`src/rtl/select_ready_rr.sv`:
```
// select_ready_rr: registered N-way selector with urgent/normal classes and
// round-robin fairness inside each class. The grant is held until accepted or
// withdrawn by its requester.
// Optional build macro: SELECT_READY_AGING_EN (age-based promotion of normal
// requests into the urgent class).
module select_ready_rr #(
    parameter int unsigned N         = 4,
    parameter int unsigned ID_W      = 2,
    parameter int unsigned AGE_W     = 4,
    parameter int unsigned AGE_LIMIT = 8
) (
    input  logic            clock,
    input  logic            reset,
    input  logic [N-1:0]    ready,
    input  logic [N-1:0]    ready_urgent,
    input  logic            accept,
    output logic [N-1:0]    sel,
    output logic [ID_W-1:0] sel_id,
    output logic            sel_valid,
    output logic            sel_valid_urgent
);

    // Reject configurations the arbitration logic cannot represent.
    if (N < 2 || ID_W != $clog2(N) || AGE_LIMIT >= (2 ** AGE_W)) begin : g_bad_cfg
        $error("select_ready_rr: illegal parameter combination");
    end

    logic [N-1:0]    req;
    logic [N-1:0]    urg;
    logic [N-1:0]    promoted;
    logic            do_accept;
    logic            withdrawn;
    logic            load;
    logic [ID_W-1:0] next_id;
    logic [ID_W-1:0] ptr_u, ptr_u_d;
    logic [ID_W-1:0] ptr_n, ptr_n_d;
    logic            found_u, found_n;
    logic [ID_W-1:0] win_u, win_n;
    logic [ID_W-1:0] cand_u, cand_n;
    logic [N-1:0]    sel_d;
    logic [ID_W-1:0] sel_id_d;
    logic            sel_valid_d;
    logic            sel_valid_urgent_d;

`ifdef SELECT_READY_AGING_EN
    logic [AGE_W-1:0] age_q [N];

    // Per-requester wait counters: count while waiting in the normal class,
    // clear when the request goes away or is served.
    always_ff @(posedge clock) begin
        if (reset) begin
            for (int unsigned i = 0; i < N; i++) begin
                age_q[i] <= '0;
            end
        end else begin
            for (int unsigned i = 0; i < N; i++) begin
                if (!ready[i] || (do_accept && sel_id == ID_W'(i))) begin
                    age_q[i] <= '0;
                end else if (!ready_urgent[i] && !(sel_valid && sel_id == ID_W'(i)) &&
                             age_q[i] != AGE_W'(AGE_LIMIT)) begin
                    age_q[i] <= age_q[i] + 1'b1;
                end
            end
        end
    end

    // A requester that has waited AGE_LIMIT cycles contends as urgent.
    always_comb begin
        promoted = '0;
        for (int unsigned i = 0; i < N; i++) begin
            promoted[i] = (age_q[i] == AGE_W'(AGE_LIMIT));
        end
    end
`else
    // No aging: the urgent class is driven by ready_urgent alone.
    always_comb begin
        promoted = '0;
    end
`endif

    // Load decision, pointer advance and two-class rotating search.
    always_comb begin
        req       = ready | ready_urgent;
        urg       = ready_urgent | promoted;
        do_accept = sel_valid & accept;
        withdrawn = sel_valid & !accept & !req[sel_id];
        load      = !sel_valid | accept | withdrawn;

        next_id = (sel_id == ID_W'(N - 1)) ? '0 : sel_id + 1'b1;
        ptr_u_d = ptr_u;
        ptr_n_d = ptr_n;
        if (do_accept) begin
            if (sel_valid_urgent) begin
                ptr_u_d = next_id;
            end else begin
                ptr_n_d = next_id;
            end
        end

        // Search from the already-advanced pointers so the accepted
        // requester goes to the back of its class on back-to-back grants.
        found_u = 1'b0;
        found_n = 1'b0;
        win_u   = '0;
        win_n   = '0;
        cand_u  = '0;
        cand_n  = '0;
        for (int unsigned k = 0; k < N; k++) begin
            cand_u = ID_W'((32'(ptr_u_d) + k) % N);
            cand_n = ID_W'((32'(ptr_n_d) + k) % N);
            if (!found_u && urg[cand_u]) begin
                found_u = 1'b1;
                win_u   = cand_u;
            end
            if (!found_n && req[cand_n]) begin
                found_n = 1'b1;
                win_n   = cand_n;
            end
        end

        sel_d              = sel;
        sel_id_d           = sel_id;
        sel_valid_d        = sel_valid;
        sel_valid_urgent_d = sel_valid_urgent;
        if (load) begin
            if (found_u) begin
                sel_d              = N'(1) << win_u;
                sel_id_d           = win_u;
                sel_valid_d        = 1'b1;
                sel_valid_urgent_d = 1'b1;
            end else if (found_n) begin
                sel_d              = N'(1) << win_n;
                sel_id_d           = win_n;
                sel_valid_d        = 1'b1;
                sel_valid_urgent_d = 1'b0;
            end else begin
                sel_d              = '0;
                sel_id_d           = '0;
                sel_valid_d        = 1'b0;
                sel_valid_urgent_d = 1'b0;
            end
        end
    end

    // Grant outputs and round-robin pointers.
    always_ff @(posedge clock) begin
        if (reset) begin
            sel              <= '0;
            sel_id           <= '0;
            sel_valid        <= 1'b0;
            sel_valid_urgent <= 1'b0;
            ptr_u            <= '0;
            ptr_n            <= '0;
        end else begin
            sel              <= sel_d;
            sel_id           <= sel_id_d;
            sel_valid        <= sel_valid_d;
            sel_valid_urgent <= sel_valid_urgent_d;
            ptr_u            <= ptr_u_d;
            ptr_n            <= ptr_n_d;
        end
    end

endmodule

```
`config.mk`:
```
export PLATFORM = sky130hd
export DESIGN_NAME = select_ready_rr
export DESIGN_NICKNAME = d
export VERILOG_FILES = /design/src/rtl/select_ready_rr.sv
export SDC_FILE = /design/constraint.sdc
export NUM_CORES = 1
export LEC_CHECK = 0
export BUFFER_PORTS_ARGS = -buffer_cell sky130_fd_sc_hd__buf_2
export CAP_MARGIN = 20
export CORE_ASPECT_RATIO = 1.2
export CORE_UTILIZATION = 53
export DETAILED_ROUTE_END_ITERATION = 7
export GPL_TIMING_DRIVEN = 1
export HOLD_SLACK_MARGIN = 0.1
export PLACE_DENSITY_LB_ADDON = 0.25
export REMOVE_ABC_BUFFERS = 1
export SYNTH_ARGS = -nofsm -noshare
export SYNTH_HDL_FRONTEND = slang
export SYNTH_SLANG_ARGS = --single-unit
```
`constraint.sdc`:
```
create_clock -name clock -period 2.2 [get_ports clock]
set_clock_uncertainty 0.1 [all_clocks]
set_input_delay 0.33 -clock clock [delete_from_list [all_inputs] [get_ports clock]]
set_output_delay 0.33 -clock clock [all_outputs]
set_load 0.02 [all_outputs]
```
==> key figures <==
Place
  – Number of I/O port buffers: 18
  – DP HPWL: 1700 um
  – Cells after DPL: 146
  – GP Congestion: 0.960
  – DP Area: 0.00102 sq mm

Yosys
  – Yosys cell types: 46
  – Avg Inst Size Synth: 8.25 sq um
  – Yosys reg bits: 12
  – Seq/Total Area, Yosys: 0.265
  – Fraction of registers with async set/reset: 0
  – Synth Cell Area: 907 sq um
  – Dominant synthesized flop cell: dfxtp_1
  – Mapped Cells: 110
  – Yosys warns: 0
  – EDFF count, synth: 0

Layout
  – Final core occ: 0.671
  – Fin area: 0.00109 sq mm
  – Area growth, synth to finish: 20.0%
  – Final cell count without fillers: 150
  – Nets: 145
  – Antenna diode count: 0
  – Layout cells sized above 1: 0.341

Detailed routing
  – Pre-antenna DRT Iters: 4
  – Initial DRC Count: 22
  – DRT Wirelength: 2400 um
  – Number of remaining DRC errors: 0
  – Routed vias: 986
  – Drt wl/cell: 16.0 um
  – Vias/cell: 6.57
  – Post-DRT Antenna Nets: 0

Floorplan
  – Starting density of the core: 0.559
  – Die area: 0.00188 sq mm
  – Core Region: 0.00162 sq mm
  – Die H: 47.3 um
  – IO Pins: 19
  – Num rows: 16
  – Die extent in x: 39.8 um

Clock tree
  – Clk Latency, worst-skew pair: 0.28 ns
  – CTS max path bufs: 2
  – CTS Sinks: 12
  – Reg clk slew, reported paths: 0.08 ns
  – Root Buffer: clkbuf_4
  – H-tree Lvls: 1
  – CTS tree: done
  – Cts bufs inserted: 3

Worst setup path
  – Critical path data required time: 2.33 ns
  – Largest fanout on the critical path: 5
  – Crit path kind: reg2reg
  – Endpoint class of the critical path: register
  – Critical-path top delay cell: or4_1
  – CP Launch Type: register
  – Crit path cell chain: ha_4 -> or4_1 -> a311oi_1 -> a21oi_1 -> o221ai_1 -> o211a_1
  – Max stage delay on crit path: 0.49 ns
  – Crit path DAT: 2.24 ns

GRT
  – Vias in the first global route: 835
  – Grt ovf: 0
  – Initial antenna violation count: 0
  – Total track usage: 0.274
  – Largest net degree at the start of global routing: 14
  – Global-route wire length before repair: 3520 um

Timing
  – Setup violations, final: 0
  – Slew Viols, Final: 0
  – Fin Setup TNS: 0 ns
  – RSZ-0062 raised after global routing: no
  – Worst slew pin tran: 0.469 ns
  – Final period utilization: 0.959
  – Highest clock rate: 474 MHz
  – Final hold vios: 0
  – Slew headroom: 0.687
  – Crit path time final: 2.11 ns

Power
  – VDD IR max: 470 uV
  – Pleak: 0.000475 uW
  – Cell area power density: 566 mW/mm^2
  – Total power: 616 uW

Run
  – Total of max-cap violations: 0

Outcome
  – Status: complete, no violations

Worst hold path
  – Hold/Removal Path Class: in2reg
==> worst max-delay path: cells and delay by family, from the launching register on <==
| family | cells | cell delay (ns) |
|---|---|---|
| fa+ha+maj | 1 | 0.26 |
| flops | 1 | 0.36 |
| compound gates | 4 | 0.84 |
| simple gates | 1 | 0.49 |
==> layer usage <==
| metal | GRT usage | vias up | wire, um | share of wire |
|---|---|---|---|---|
| met4 | 0.145 | 0 | 73 | 0.030 |
| met1 | 0.307 | 468 | 981 | 0.41 |
| met2 | 0.489 | 34 | 1240 | 0.52 |
| met5 | 0 | - | 0 | 0 |
| met3 | 0.0379 | 11 | 107 | 0.045 |
| li1 | - | 473 | - | - |
==> final cells by class <==
| class | count | area (sq um) |
|---|---|---|
| timing repair buffer | 25 | 143 |
| clock buffer | 4 | 36.3 |
| sequential | 12 | 245 |
| inverter | 3 | 11.3 |
| multi-input combinational | 88 | 631 |
| tap | 18 | 22.5 |
| fill | 149 | 533 |
==> power breakdown <==
group / internal, uW / switching [uW]
registers: 232 / 11.9
clock network: 101 / 78.2
logic: 82.2 / 110
==> state kept, by name (all words and copies together), names as in the netlist <==
register and count:
ptr_n 2, ptr_u 2, sel 4, sel_id 2, sel_valid 1, sel_valid_urgent 1
==> cells in the final DEF (no fill, tap or decap), drive strengths merged, types with 2 or more instances in the layout <==
| cell type | count |
|---|---|
| a311oi | 2 |
| nand3b | 3 |
| nor4 | 3 |
| or2 | 4 |
| mux2i | 3 |
| nor2 | 15 |
| o221ai | 3 |
| o211a | 3 |
| nand3 | 3 |
| o211ai | 8 |
| o21ai | 2 |
| inv | 3 |
| clkbuf | 4 |
| a21oi | 6 |
| or4 | 2 |
| buf | 25 |
| dfxtp | 12 |
| and3b | 2 |
| nand2 | 7 |
==> per-stage QoR <==
step	hold slack, ns	setup WS, ns
floorplan	0.298	-0.183
global placement	0.351	0.0620
detailed placement	0.356	0.0255
CTS	0.257	0.0216
global route	0.261	0.0301
finish	0.252	0.0905
==> synth_stat cells (2+ instances only) <==
master | instances | share of area
o211a_1 | 3 | 0.033
and3b_1 | 2 | 0.019
dfxtp_1 | 12 | 0.26
inv_1 | 3 | 0.012
nand3_1 | 3 | 0.017
buf_6 | 3 | 0.037
a21oi_1 | 6 | 0.033
o211ai_1 | 8 | 0.066
nor2_1 | 15 | 0.062
o221ai_1 | 3 | 0.029
nand2_1 | 6 | 0.025
buf_2 | 3 | 0.017
o21ai_0 | 2 | 0.011
or2_2 | 3 | 0.021
mux2i_1 | 3 | 0.033
nand3b_1 | 3 | 0.025
nor4_1 | 3 | 0.021
==> path summary, 6_finish.rpt <==
kind / to / slack [ns] / from / depth (start not counted)
worst min-delay path: ptr_n[1] / 0.25 / reset / 2
worst max register to register: sel[3] / 0.09 / sel_id[1] / 6
worst min register to register: sel[0] / 0.37 / sel[0] / 2
worst max-delay path: sel[3] / 0.09 / sel_id[1] / 6
==> what timing repair did <==
action                                  4_1_cts  5_1_grt
hold buffers                                  0        0
endpoints found under the setup margin        3        3
gates resized for setup                       1        6
buffers inserted                              0        2
pin swaps                                     0        8
==> cell families (layout without fill, tap and decap cells) <==
family	count (synthesis)	count (layout)	synth area share
flip-flops	12	12	0.265
buffers and inverters	10	32	0.0703
multiplexers	5	5	0.0703
adder cells (fa/ha/maj)	1	1	0.0138
AND/OR/NAND/NOR	46	46	0.280
AO/OA/AOI/OAI	36	36	0.301
Power figures use the tool's default switching activity.
